File: src/rtl/ac_pkg.sv
// Shared definitions for the accumulator computer control unit:
// opcodes, ALU operation codes and the sequencer state encoding.
package ac_pkg;

   localparam logic [3:0] OP_NOP = 4'h0;
   localparam logic [3:0] OP_LDA = 4'h1;
   localparam logic [3:0] OP_STA = 4'h2;
   localparam logic [3:0] OP_ADD = 4'h3;
   localparam logic [3:0] OP_SUB = 4'h4;
   localparam logic [3:0] OP_JMP = 4'h5;
   localparam logic [3:0] OP_JZ  = 4'h6;
   localparam logic [3:0] OP_JC  = 4'h7;
   localparam logic [3:0] OP_HLT = 4'hF;

   localparam logic [2:0] ALU_ADD = 3'b000;
   localparam logic [2:0] ALU_SUB = 3'b001;

   typedef enum logic [2:0] {
      S_IDLE      = 3'd0,
      S_FETCH_OP  = 3'd1,
      S_FETCH_AD  = 3'd2,
      S_DECODE    = 3'd3,
      S_READ_MEM  = 3'd4,
      S_EXEC      = 3'd5,
      S_WRITE_MEM = 3'd6,
      S_HALT      = 3'd7
   } state_t;

   function automatic logic is_legal(input logic [3:0] op);
      return (op <= OP_JC) || (op == OP_HLT);
   endfunction

endpackage

File: src/rtl/ac_ctrl_unit.sv
// Fetch/decode/execute sequencer for the accumulator computer. Drives the
// external alu and a single req/ack memory port; holds PC, ACC and flags.
module ac_ctrl_unit
   import ac_pkg::*;
#(
   parameter logic [7:0] RESET_PC = 8'h00,
   parameter bit         AUTO_RUN = 1'b0
) (
   input  logic       clk_i,
   input  logic       rst_ni,
   input  logic       run_i,
   output logic       mem_req_o,
   output logic       mem_we_o,
   output logic [7:0] mem_addr_o,
   output logic [7:0] mem_wdata_o,
   input  logic [7:0] mem_rdata_i,
   input  logic       mem_ack_i,
   output logic [7:0] alu_x_o,
   output logic [7:0] alu_y_o,
   output logic [2:0] alu_op_o,
   input  logic [7:0] alu_r_i,
   input  logic       alu_fz_i,
   input  logic       alu_fc_i,
   output logic [7:0] acc_o,
   output logic [7:0] pc_o,
   output logic       flag_z_o,
   output logic       flag_c_o,
   output logic       halt_o,
   output logic       err_o
);

   // Memory handshake: a transfer completes on the rising edge where
   // mem_req_o and mem_ack_i are both high; req is held until then and is
   // decoded from state, so address/we/wdata are stable for the whole wait.

   state_t     state_q, state_d;
   logic [7:0] pc_q, acc_q, mar_q, mdr_q;
   logic [3:0] ir_q;
   logic       z_q, c_q, err_q;
   logic       xfer;
   logic       taken;

   assign xfer  = mem_req_o & mem_ack_i;
   assign taken = (ir_q == OP_JMP) || ((ir_q == OP_JZ) && z_q) || ((ir_q == OP_JC) && c_q);

   always_ff @(posedge clk_i or negedge rst_ni) begin
      if (!rst_ni) state_q <= S_IDLE;
      else         state_q <= state_d;
   end

   always_comb begin
      state_d = state_q;
      case (state_q)
         S_IDLE:      if (run_i || AUTO_RUN) state_d = S_FETCH_OP;
         S_FETCH_OP:  if (xfer) state_d = S_FETCH_AD;
         S_FETCH_AD:  if (xfer) state_d = S_DECODE;
         S_DECODE: begin
            case (ir_q)
               OP_LDA, OP_ADD, OP_SUB: state_d = S_READ_MEM;
               OP_STA:                 state_d = S_WRITE_MEM;
               OP_HLT:                 state_d = S_HALT;
               default:                state_d = S_FETCH_OP;
            endcase
         end
         S_READ_MEM:  if (xfer) state_d = S_EXEC;
         S_EXEC:      state_d = S_FETCH_OP;
         S_WRITE_MEM: if (xfer) state_d = S_FETCH_OP;
         S_HALT:      state_d = S_HALT;
         default:     state_d = S_IDLE;
      endcase
   end

   always_comb begin
      mem_req_o  = 1'b0;
      mem_we_o   = 1'b0;
      mem_addr_o = 8'h00;
      alu_op_o   = ALU_ADD;
      halt_o     = 1'b0;
      case (state_q)
         S_FETCH_OP, S_FETCH_AD: begin
            mem_req_o  = 1'b1;
            mem_addr_o = pc_q;
         end
         S_READ_MEM: begin
            mem_req_o  = 1'b1;
            mem_addr_o = mar_q;
         end
         S_WRITE_MEM: begin
            mem_req_o  = 1'b1;
            mem_we_o   = 1'b1;
            mem_addr_o = mar_q;
         end
         S_EXEC:      if (ir_q == OP_SUB) alu_op_o = ALU_SUB;
         S_HALT:      halt_o = 1'b1;
         default:     ;
      endcase
   end

   // Datapath registers; every update is gated by the owning state's exit.
   always_ff @(posedge clk_i or negedge rst_ni) begin
      if (!rst_ni) begin
         pc_q  <= RESET_PC;
         acc_q <= 8'h00;
         ir_q  <= 4'h0;
         mar_q <= 8'h00;
         mdr_q <= 8'h00;
         z_q   <= 1'b0;
         c_q   <= 1'b0;
         err_q <= 1'b0;
      end else begin
         case (state_q)
            S_FETCH_OP: if (xfer) begin
               ir_q <= mem_rdata_i[7:4];
               pc_q <= pc_q + 8'd1;
            end
            S_FETCH_AD: if (xfer) begin
               mar_q <= mem_rdata_i;
               pc_q  <= pc_q + 8'd1;
            end
            S_DECODE: begin
               if (taken)            pc_q  <= mar_q;
               if (!is_legal(ir_q))  err_q <= 1'b1;
            end
            S_READ_MEM: if (xfer) mdr_q <= mem_rdata_i;
            S_EXEC: begin
               if (ir_q == OP_LDA) begin
                  acc_q <= mdr_q;
                  z_q   <= (mdr_q == 8'h00);
               end else begin
                  acc_q <= alu_r_i;
                  z_q   <= alu_fz_i;
                  c_q   <= alu_fc_i;
               end
            end
            default: ;
         endcase
      end
   end

   assign mem_wdata_o = acc_q;
   assign alu_x_o     = acc_q;
   assign alu_y_o     = mdr_q;
   assign acc_o       = acc_q;
   assign pc_o        = pc_q;
   assign flag_z_o    = z_q;
   assign flag_c_o    = c_q;
   assign err_o       = err_q;

endmodule

File: config.mk
export PLATFORM = sky130hd
export DESIGN_NAME = ac_ctrl_unit
export DESIGN_NICKNAME = d
export VERILOG_FILES = /design/src/rtl/ac_pkg.sv /design/src/rtl/ac_ctrl_unit.sv
export SDC_FILE = /design/constraint.sdc
export NUM_CORES = 1
export LEC_CHECK = 0
export CORE_UTILIZATION = 31
export DETAILED_ROUTE_END_ITERATION = 10
export DONT_BUFFER_PORTS = 1
export PLACE_DENSITY = 0.49
export SYNTH_ARGS = -nofsm -noshare
export SYNTH_HDL_FRONTEND = slang
export SYNTH_SLANG_ARGS = --single-unit
File: constraint.sdc
create_clock -name clk_i -period 3.1 [get_ports clk_i]
set_input_delay 0.62 -clock clk_i [delete_from_list [all_inputs] [get_ports clk_i]]
set_output_delay 0.62 -clock clk_i [all_outputs]
set_load 0.05 [all_outputs]
==> summary.md, run 1 <==
| Metric | Value |
|---|---|
| Most used DFF post-synth | `dfrtp_1` |
| Via count | `1770` |
| Iter 0 DRT Violations | `79` |
| Worst Skew | `slightly above 0.005 ns` |
| RR Startpoint | `flag_c_o` |
| Die width | `91.28 um` |
| CTS tree | `done` |
| TritonCTS buffer count | `5` |
| Clock sinks | `42` |
| Critical Path Source | `state_q[1]` |
| # diodes | `0` |
| Tcrit/Tclk final | `0.8417` |
| Cell count after synthesis | `245` |
| Top-count cell post-synth | `dfrtp_1` |
| RSZ-0062 raised after global routing | `false` |
| DRC viols | `0` |
| Routed WL | `5849 um` |
| Reg2Reg Setup Slack | `0.87 ns` |
| Vias in the first global route | `1694` |
| Rel. slew slack | `0.5751` |
| Largest net degree at the start of global routing | `32` |
| Post-CTS Setup Inserts | `0` |
| Share of cells above drive strength 1 | `0.2716` |
| XOR/XNOR Fraction of Synth Area | `0.01013` |
| Worst-skew pair later-pin latency | `around 0.30 ns` |
| Die ar. | `0.008332 sq mm` |
| Mux contribution to synthesized area | `0.1342` |
| DRT antenna net count | `0` |
| RR Endpoint | `pc_o[1]` |
| Final Util | `0.3429` |
| Nets@finish | `roughly 270` |
| Max-slew violations | `0` |
| Post-synth ARST share | `1.000` |
| Chip height | `91.28 um` |
| Endpoints failing hold | `0` |
| Core area | `0.007727 sq mm` |
| EDFF count, synth | `0` |
| Clock Path Buffers | `2` |
| # fillers | `789` |
| Final setup viols | `0` |
| Slew @ Worst Pin | `about 0.64 ns` |
| Synth Area in Compound Gates | `0.1413` |
| Avg Inst Size Synth | `just over 10 sq um` |
| First-pass GRT wire length | `9625 um` |
| Initial antenna violation count | `0` |
| Area Overhead vs Synth | `7.240%` |
| Area fraction of the dominant cell type after synthesis | `0.4253` |
| PortBufs | `0` |
| Crit. End Element | `primary output` |
| CP Class | `reg -> out` |
| Crit path launch type | `flip-flop` |
| HPWL after detailed placement | `between 4000 and 5000 um` |
| Synth cell types | `48` |
| WP data arrival | `1.99 ns` |
| Via density | `between 5 and 6` |
| Fmax | `383.2 MHz` |
| Global Route Usage Sum | `0.1482` |
| GP Congestion | `~0.75` |
| Mapped cell area | `approximately 0.0025 sq mm` |
| Main combinational cell family by area after synthesis | `simple AND/OR/NAND/NOR gates` |
| Top cells by area, synth | `dfrtp_1, mux2_2, nand2_1` |
| Commonest cells post-synth | `dfrtp_1, nand2_1, o21ai_0, mux2_2, buf_4` |
| Synth Area in Adders | `0.005063` |
| CP max FO | `15` |
| Reg2reg path depth | `4` |
| Reg clk slew, reported paths | `0.09 ns` |
| Clock root cell | `clkbuf_8` |
| Worst setup endpoint | `mem_addr_o[1]` |
| Io pins | `between 70 and 80` |
| Initial Util | `0.3198` |
| Ys Warns | `0` |
| Outcome | `finished clean` |
| Drt pass-1 iters | `4` |
| Period minus WS final | `2.609 ns` |
| Setup_tns | `0 ns` |
| Synth Area in Simple Gates | `0.1706` |
| Cell taking the most area after synthesis | `dfrtp_1` |
| Hold crit path type | `in -> async` |
| Worst EP required | `2.48 ns` |
| Resized Gates After CTS | `0` |
| Row count | `32` |
| Post-CTS Hold Buffers | `2` |
| Sequential element share of the synthesized area | `0.4253` |
| Wire length per cell | `~17 um` |
| H-tree depth | `2` |
| FF+latch count, synth | `42` |
| Gr ovfl total | `0` |
| Max_cap viols | `0` |
cell families after synthesis:
| family | after synthesis |
|---|---|
| fa+ha+maj | 1 |
| other cells | 1 |
| xor+xnor | 2 |
| mux | 30 |
| buf+inv | 37 |
| flops | 42 |
| compound gates | 53 |
| simple gates | 79 |
worst max-delay path, stage by stage (launching register included):
cell     delay [ns]
dfrtp_1        0.69
xor2_2         0.49
nand2_1        0.12
o21ai_1        0.17
buf_4          0.22
per-layer routing:
layer	vias to the layer above	track usage	wire, um
li1	839	-	-
met1	892	0.1949	2660
met2	37	0.2437	2902
met3	2	0.03518	256
met4	0	0.03968	29
met5	-	0	0
worst min-delay path by stage:
stage          startpoint        to  cells after the start
6_report           rst_ni   ir_q[0]                      1
5_1_grt            rst_ni   ir_q[0]                      1
4_1_cts            rst_ni   ir_q[0]                      1
3_5_place_dp       rst_ni   pc_o[6]                      0
3_3_place_gp       rst_ni   pc_o[7]                      0
2_1_floorplan      rst_ni  acc_o[0]                      0
sequential cells by signal (all words and copies together) (netlist names), 3 cells and up:
name / count
acc_o: 8
alu_y_o: 8
mar_q: 8
pc_o: 8
ir_q: 4
state_q: 3
through the flow:
step                      area, sq um  cells  hold slack [ns]  setup slack [ns]
after floorplan                  2475    246           0.3244            0.3214
after global placement           2510    335           0.3263            0.8479
after detailed placement         2510    335           0.3254            0.8312
after CTS                        2650    345           0.1437            0.4763
after global routing             2650    345           0.1384            0.3632
final                            2650    345           0.1350            0.4906
cell usage in the layout, fill, tap and decap left out, types with 2 or more instances in the layout:
master / netlist / layout
conb_1: 1 / 2
nor2_1: 7 / 7
o22ai_1: 2 / 2
o21ai_1: 0 / 8
nand3_1: 7 / 7
a221oi_1: 6 / 6
nand2_1: 38 / 38
mux2_2: 21 / 21
nand2b_1: 2 / 2
a211oi_1: 2 / 2
buf_4: 18 / 22
o21ai_0: 24 / 16
and3_2: 3 / 3
a2bb2oi_1: 6 / 6
inv_1: 2 / 2
mux2i_1: 8 / 8
dfrtp_1: 42 / 42
clkbuf_8: 2 / 5
and3b_1: 3 / 3
and3_1: 2 / 2
nor2b_1: 3 / 3
nor4_1: 2 / 2
a21oi_1: 5 / 5
final cells by class:
type                            instances  area [sq um]  area share
Clock buffer                            6         72.57     0.02738
Clock inverter                          2         37.54     0.01416
Inverter                                2         7.507    0.002833
Multi-Input combinational cell        167          1159      0.4372
Sequential cell                        42          1051      0.3966
Tap cell                              102         127.6     0.04816
Timing Repair Buffer                   24         195.2     0.07365
Power of run 1 is left out: the tool's default activity adds up to more than one toggle a clock period on the data nets, which glitch-free logic cannot reach.
==> inputs of run 2 (changes only) <==
- ABC_AREA: not set -> 1
- PLACE_DENSITY: 0.49 -> 0.5
- clock period: 3.1 -> 2.2 ns (I/O delays scaled with it)
==> summary.md, run 2 <==
| Metric | Value |
|---|---|
| Final setup viols | `0` |
| Via count | `2099` |
| Tcrit/Tclk final | `0.9214` |
| Fmax | `slightly below 500 MHz` |
| Area fraction of the dominant cell type after synthesis | `0.4400` |
| Most used DFF post-synth | `dfrtp_1` |
| Cell taking the most area after synthesis | `dfrtp_1` |
| RR Startpoint | `state_q[2]` |
| Clock root cell | `clkbuf_8` |
| Avg Inst Size Synth | `7.282 sq um` |
| DRC viols | `0` |
| Area occupied by multi-input gates | `988.4 sq um` |
| Commonest cells post-synth | `nand2_1, inv_1, dfrtp_1, o21ai_0, nor2_1` |
| Io pins | `79` |
| Post-synth ARST share | `1.000` |
| Die ar. | `0.008060 sq mm` |
| Clock Path Buffers | `2` |
| Outcome | `finished clean` |
| First-pass GRT wire length | `9991 um` |
| Nets@finish | `approximately 370` |
| Top-count cell post-synth | `nand2_1` |
| DRT antenna net count | `0` |
| Iter 0 DRT Violations | `122` |
| Ys Warns | `0` |
| CP Class | `reg -> out` |
| Critical Path Source | `state_q[2]` |
| WP data arrival | `1.59 ns` |
| HPWL after detailed placement | `4450 um` |
| HP Start | `alu_fc_i` |
| FF/Latch Area | `approximately 0.0011 sq mm` |
| Synth cell types | `25` |
| PortBufs | `0` |
| Vias in the first global route | `1919` |
| H-tree depth | `2` |
| # diodes | `0` |
| Largest net degree at the start of global routing | `43` |
| Crit. End Element | `primary output` |
| Endpoints failing hold | `0` |
| Wire length per cell | `13.66 um` |
| Die width | `89.78 um` |
| Global Route Usage Sum | `0.1568` |
| Worst EP required | `around 1.8 ns` |
| Period minus WS final | `around 2.0 ns` |
| Most frequent cells in the layout | `nand2_1, inv_1, dfrtp_1` |
| Core area | `0.007331 sq mm` |
| Area Overhead vs Synth | `13.88%` |
| Cell count after synthesis | `328` |
| Chip height | `89.78 um` |
| Worst-skew pair later-pin latency | `0.31 ns` |
| Crit path launch type | `flip-flop` |
| TritonCTS buffer count | `5` |
| Setup_tns | `0 ns` |
| CTS tree | `done` |
| RSZ-0062 raised after global routing | `false` |
| Row count | `31` |
| Max_cap viols | `0` |
| Via density | `about 4.7` |
| Max-slew violations | `0` |
| Slew @ Worst Pin | `0.5928 ns` |
| Hold crit path type | `in -> reg` |
| # fillers | `757` |
| Routed WL | `around 6100 um` |
| Clock sinks | `42` |
| Worst Skew | `roughly 0.016 ns` |
| EDFF count, synth | `0` |
| Rel. slew slack | `0.6048` |
| Drt pass-1 iters | `4` |
| Sequential element share of the synthesized area | `0.4400` |
| Mapped cell area | `0.002389 sq mm` |
| Share of cells above drive strength 1 | `0.1623` |
| GP Congestion | `0.8300` |
| Initial antenna violation count | `0` |
| Commonest non-fill, non-tap cell in the layout | `nand2_1` |
| Reg clk slew, reported paths | `0.11 ns` |
| Top cells by area, synth | `dfrtp_1, nand2_1, o21ai_0` |
| Initial Util | `0.3258` |
| FF+latch count, synth | `42` |
| CP max FO | `10` |
| Gr ovfl total | `0` |
run 2: logic make-up after synthesis:
kind of cell,count (synthesis),synth area share
flops,42,0.4400
fa+ha+maj,1,0.005238
simple gates,145,0.2567
compound gates,63,0.1414
xor+xnor,1,0.003668
buf+inv,75,0.1514
other cells,1,0.001570
run 2: per-layer routing:
layer	global-route usage	wire, um	up-vias
met2	0.2506	2829	51
li1	-	-	1061
met4	0.04918	83	0
met5	0	0	-
met1	0.2118	2882	979
met3	0.03299	269	8
run 2: area by class of cell:
type / instances / area share
clock inverter: 3 / 0.009200
sequential: 42 / 0.3868
timing repair buffer: 34 / 0.1021
tap: 99 / 0.04554
inverter: 49 / 0.06762
multi-input combinational: 212 / 0.3634
clock buffer: 5 / 0.02530
run 2: critical path, stage by stage, from the launching register on:
cell and delay [ns]:
dfrtp_1 0.46, inv_2 0.18, nand3_2 0.22, o22ai_1 0.20, buf_4 0.23
run 2: final timing paths:
path	endpoint	slack, ns	cells after the start
max	mem_addr_o[7]	0.17	4
min	flag_c_o	0.24	2
max reg2reg	state_q[2]	0.53	9
min reg2reg	mar_q[4]	0.50	2
max in group asynchronous	state_q[1]	1.37	2
min in group asynchronous	acc_o[1]	0.61	2
run 2: repair_timing:
item                                    in CTS  in global routing
buffers inserted                             0                  0
hold endpoints to repair                    42                  0
resized for setup                            0                  2
hold buffers                                 2                  0
endpoints found under the setup margin       0                  2
run 2: through the flow:
step / std cells / cell area (sq um) / worst slack, ns / hold WS [ns] / util
floorplan: 329 / 2399 / 0.07806 / 0.1444 / -
finish: 444 / 2720 / 0.1730 / 0.2445 / 0.3711
global placement: 434 / 2585 / 0.4927 / 0.1460 / 0.3526
CTS: 444 / 2716 / 0.1096 / 0.2427 / 0.3705
global route: 444 / 2720 / 0.03616 / 0.2346 / 0.3711
detailed placement: 434 / 2585 / 0.4627 / 0.1461 / 0.3526
Power of run 2 is left out for the same reason.
==> inputs of run 3 (changes only) <==
--- a/config.mk
+++ b/config.mk
@@ -10,4 +10,5 @@
 export DETAILED_ROUTE_END_ITERATION = 10
 export DONT_BUFFER_PORTS = 1
+export MAX_ROUTING_LAYER = met4
 export PLACE_DENSITY = 0.5
 export SYNTH_ARGS = -nofsm -noshare
==> constraint.sdc (replaced) <==
create_clock -name clk_i -period 2.2 [get_ports clk_i]
set_input_delay 0.44 -clock clk_i [delete_from_list [all_inputs] [get_ports clk_i]]
set_output_delay 0.44 -clock clk_i [all_outputs]
set_load 0.01 [all_outputs]
==> summary.md, run 3 (synthesis gave the netlist of run 2 again) <==
| Metric | Value |
|---|---|
| Routing usage on met3 | `0.03215` |
| WP data arrival | `~1.6 ns` |
| Slowest-stage cell, CP | `dfrtp_1` |
| GP Congestion | `0.8312` |
| Reg2Reg Setup Slack | `0.54 ns` |
| Peak supply drop | `~0.54 mV` |
| TritonCTS buffer count | `5` |
| Met2 usage | `0.2609` |
| Via density | `roughly 4.8` |
| Internal | `a little over 2 mW` |
| Slew @ Worst Pin | `0.5590 ns` |
| Max-slew violations | `0` |
| Critical Path Stages | `4` |
| RR Endpoint | `acc_o[7]` |
| Die ar. | `a little over 0.008 sq mm` |
| Period minus WS final | `2.044 ns` |
| Sequential share of power | `0.447` |
| Resized Gates After CTS | `0` |
| Post-CTS Setup Inserts | `0` |
| Via count | `between 2000 and 2500` |
| DRT antenna net count | `0` |
| Worst EP required | `between 1.5 and 2 ns` |
| Initial Util | `0.3258` |
| Vias in the first global route | `1985` |
| Crit. End Element | `primary output` |
| RR Startpoint | `ir_q[2]` |
| Worst-skew pair later-pin latency | `0.31 ns` |
| CP max FO | `10` |
| CP Class | `reg -> out` |
| GR Util met1 | `0.2050` |
| Comb pwr share | `0.360` |
| Nets@finish | `338` |
| CP max stage delay | `~0.48 ns` |
| Hold crit path type | `in -> reg` |
| Clock Path Buffers | `2` |
| Clock sinks | `42` |
| Placed cell area | `between 0.002 and 0.0025 sq mm` |
| Hold path depth | `2` |
| Crit path buffers/inverters | `1` |
| FF/Latch Area | `roughly 0.0011 sq mm` |
| PwrDens | `between 1500 and 2000 mW/mm^2` |
| Critical path's top delay family | `flip-flops` |
| Chip height | `89.78 um` |
| Global Route Usage Sum | `0.1614` |
| Clock root cell | `clkbuf_8` |
| Max_cap viols | `0` |
| Outcome | `finished clean` |
| H-tree depth | `2` |
| Net switching power | `~1.8 mW` |
| Post-route insts no fill | `slightly above 400` |
| Setup_tns | `0 ns` |
| Clock power frac | `0.193` |
| GR peak layer | `met2` |
| CTS tree | `done` |
| Final instance area | `0.002536 sq mm` |
| Gr ovfl total | `0` |
| DRC viols | `0` |
| Area Overhead vs Synth | `6.181%` |
| Routed WL | `6030 um` |
| Commonest non-fill, non-tap cell in the layout | `nand2_1` |
| Share of cells above drive strength 1 | `0.07595` |
| Reg2reg path depth | `5` |
| Area occupied by multi-input gates | `about 980 sq um` |
| HP Start | `alu_fc_i` |
| Io pins | `79` |
| RSZ-0062 raised after global routing | `false` |
| Final setup viols | `0` |
| HPWL after detailed placement | `4436 um` |
| PortBufs | `0` |
| # fillers | `786` |
| Crit-path cells | `inv_2 > nand2_2 > nand3_2 > o21ai_0` |
| Tcrit/Tclk final | `0.9289` |
| Largest net degree at the start of global routing | `43` |
| Worst Skew | `0.01830 ns` |
| Reg clk slew, reported paths | `0.10 ns` |
| Sw Ratio | `0.4718` |
| Wire length per cell | `approximately 15 um` |
| DP Cell Count | `405` |
| Critical Path Source | `state_q[1]` |
| Die width | `roughly 90 um` |
| Rel. slew slack | `0.6263` |
| Leakage | `roughly 1.3 nW` |
| Row count | `31` |
| # diodes | `0` |
| Crit path launch type | `flip-flop` |
| Fmax | `489.3 MHz` |
| First-pass GRT wire length | `10140 um` |
| Endpoints failing hold | `0` |
| Initial antenna violation count | `0` |
| Fin Hold WS | `approximately 0.25 ns` |
| Worst setup endpoint | `mem_addr_o[2]` |
| Drt pass-1 iters | `4` |
| Core area | `between 0.007 and 0.008 sq mm` |
| Most frequent cells in the layout | `nand2_1, inv_1, dfrtp_1` |
| Iter 0 DRT Violations | `110` |
## run 3: cell count changes in the layout (fill, tap and decap cells not counted), moves of 2 or more
cell,before,now
o21ai_0,37,40
bufinv_16,0,2
buf_4,32,3
o21ai_1,6,3
## run 3: per-stage QoR
step / setup WS, ns / util / total power [mW]
after CTS: 0.1550 / 0.3460 / 3.940
after global placement: 0.5341 / 0.3221 / 3.130
after floorplan: 0.7113 / - / 2.972
after global routing: 0.05651 / 0.3460 / 4.248
final: 0.1564 / 0.3460 / 3.892
after detailed placement: 0.4954 / 0.3221 / 3.155
## run 3: worst reg2reg max path, cell delays in order, from the launching register on
cell and delay (ns):
dfrtp_1 0.43, nor2_1 0.20, nand3_1 0.37, inv_1 0.32, o21ai_0 0.11, o22ai_1 0.14
## run 3: routing by layer
metal,up-vias,part of all wire
li1,1007,-
met1,955,0.46
met2,38,0.49
met3,8,0.034
met4,0,0.015
met5,-,0
## run 3: cell type report
cell class / count / area share
Clock buffer: 5 / 0.02713
Clock inverter: 3 / 0.02713
Inverter: 49 / 0.07252
Multi-Input combinational cell: 212 / 0.3863
Sequential cell: 42 / 0.4144
Tap cell: 99 / 0.04884
Timing Repair Buffer: 5 / 0.02368
## run 3: power groups by stage
stage | clock, mW | sequential, mW | combinational [mW]
finish | 0.752 | 1.74 | 1.40
global route | 0.798 | 1.81 | 1.64
CTS | 0.770 | 1.75 | 1.42
detailed placement | 0 | 1.77 | 1.39
global placement | 0 | 1.75 | 1.38
floorplan | 0 | 1.54 | 1.44
## run 3: what timing repair did
action / in CTS / in global routing
endpoints found under the hold margin: 42 / 0
endpoints found under the setup margin: 0 / 0
hold buffers: 2 / 0
## run 3: worst min-delay path by stage
stage,endpoint,slack [ns]
after global routing,flag_c_o,0.25
after CTS,flag_c_o,0.25
after detailed placement,state_q[0],0.15
after floorplan,acc_o[0],0.14
final,flag_c_o,0.25
after global placement,pc_o[5],0.15
(Power assumes the default switching activity.)
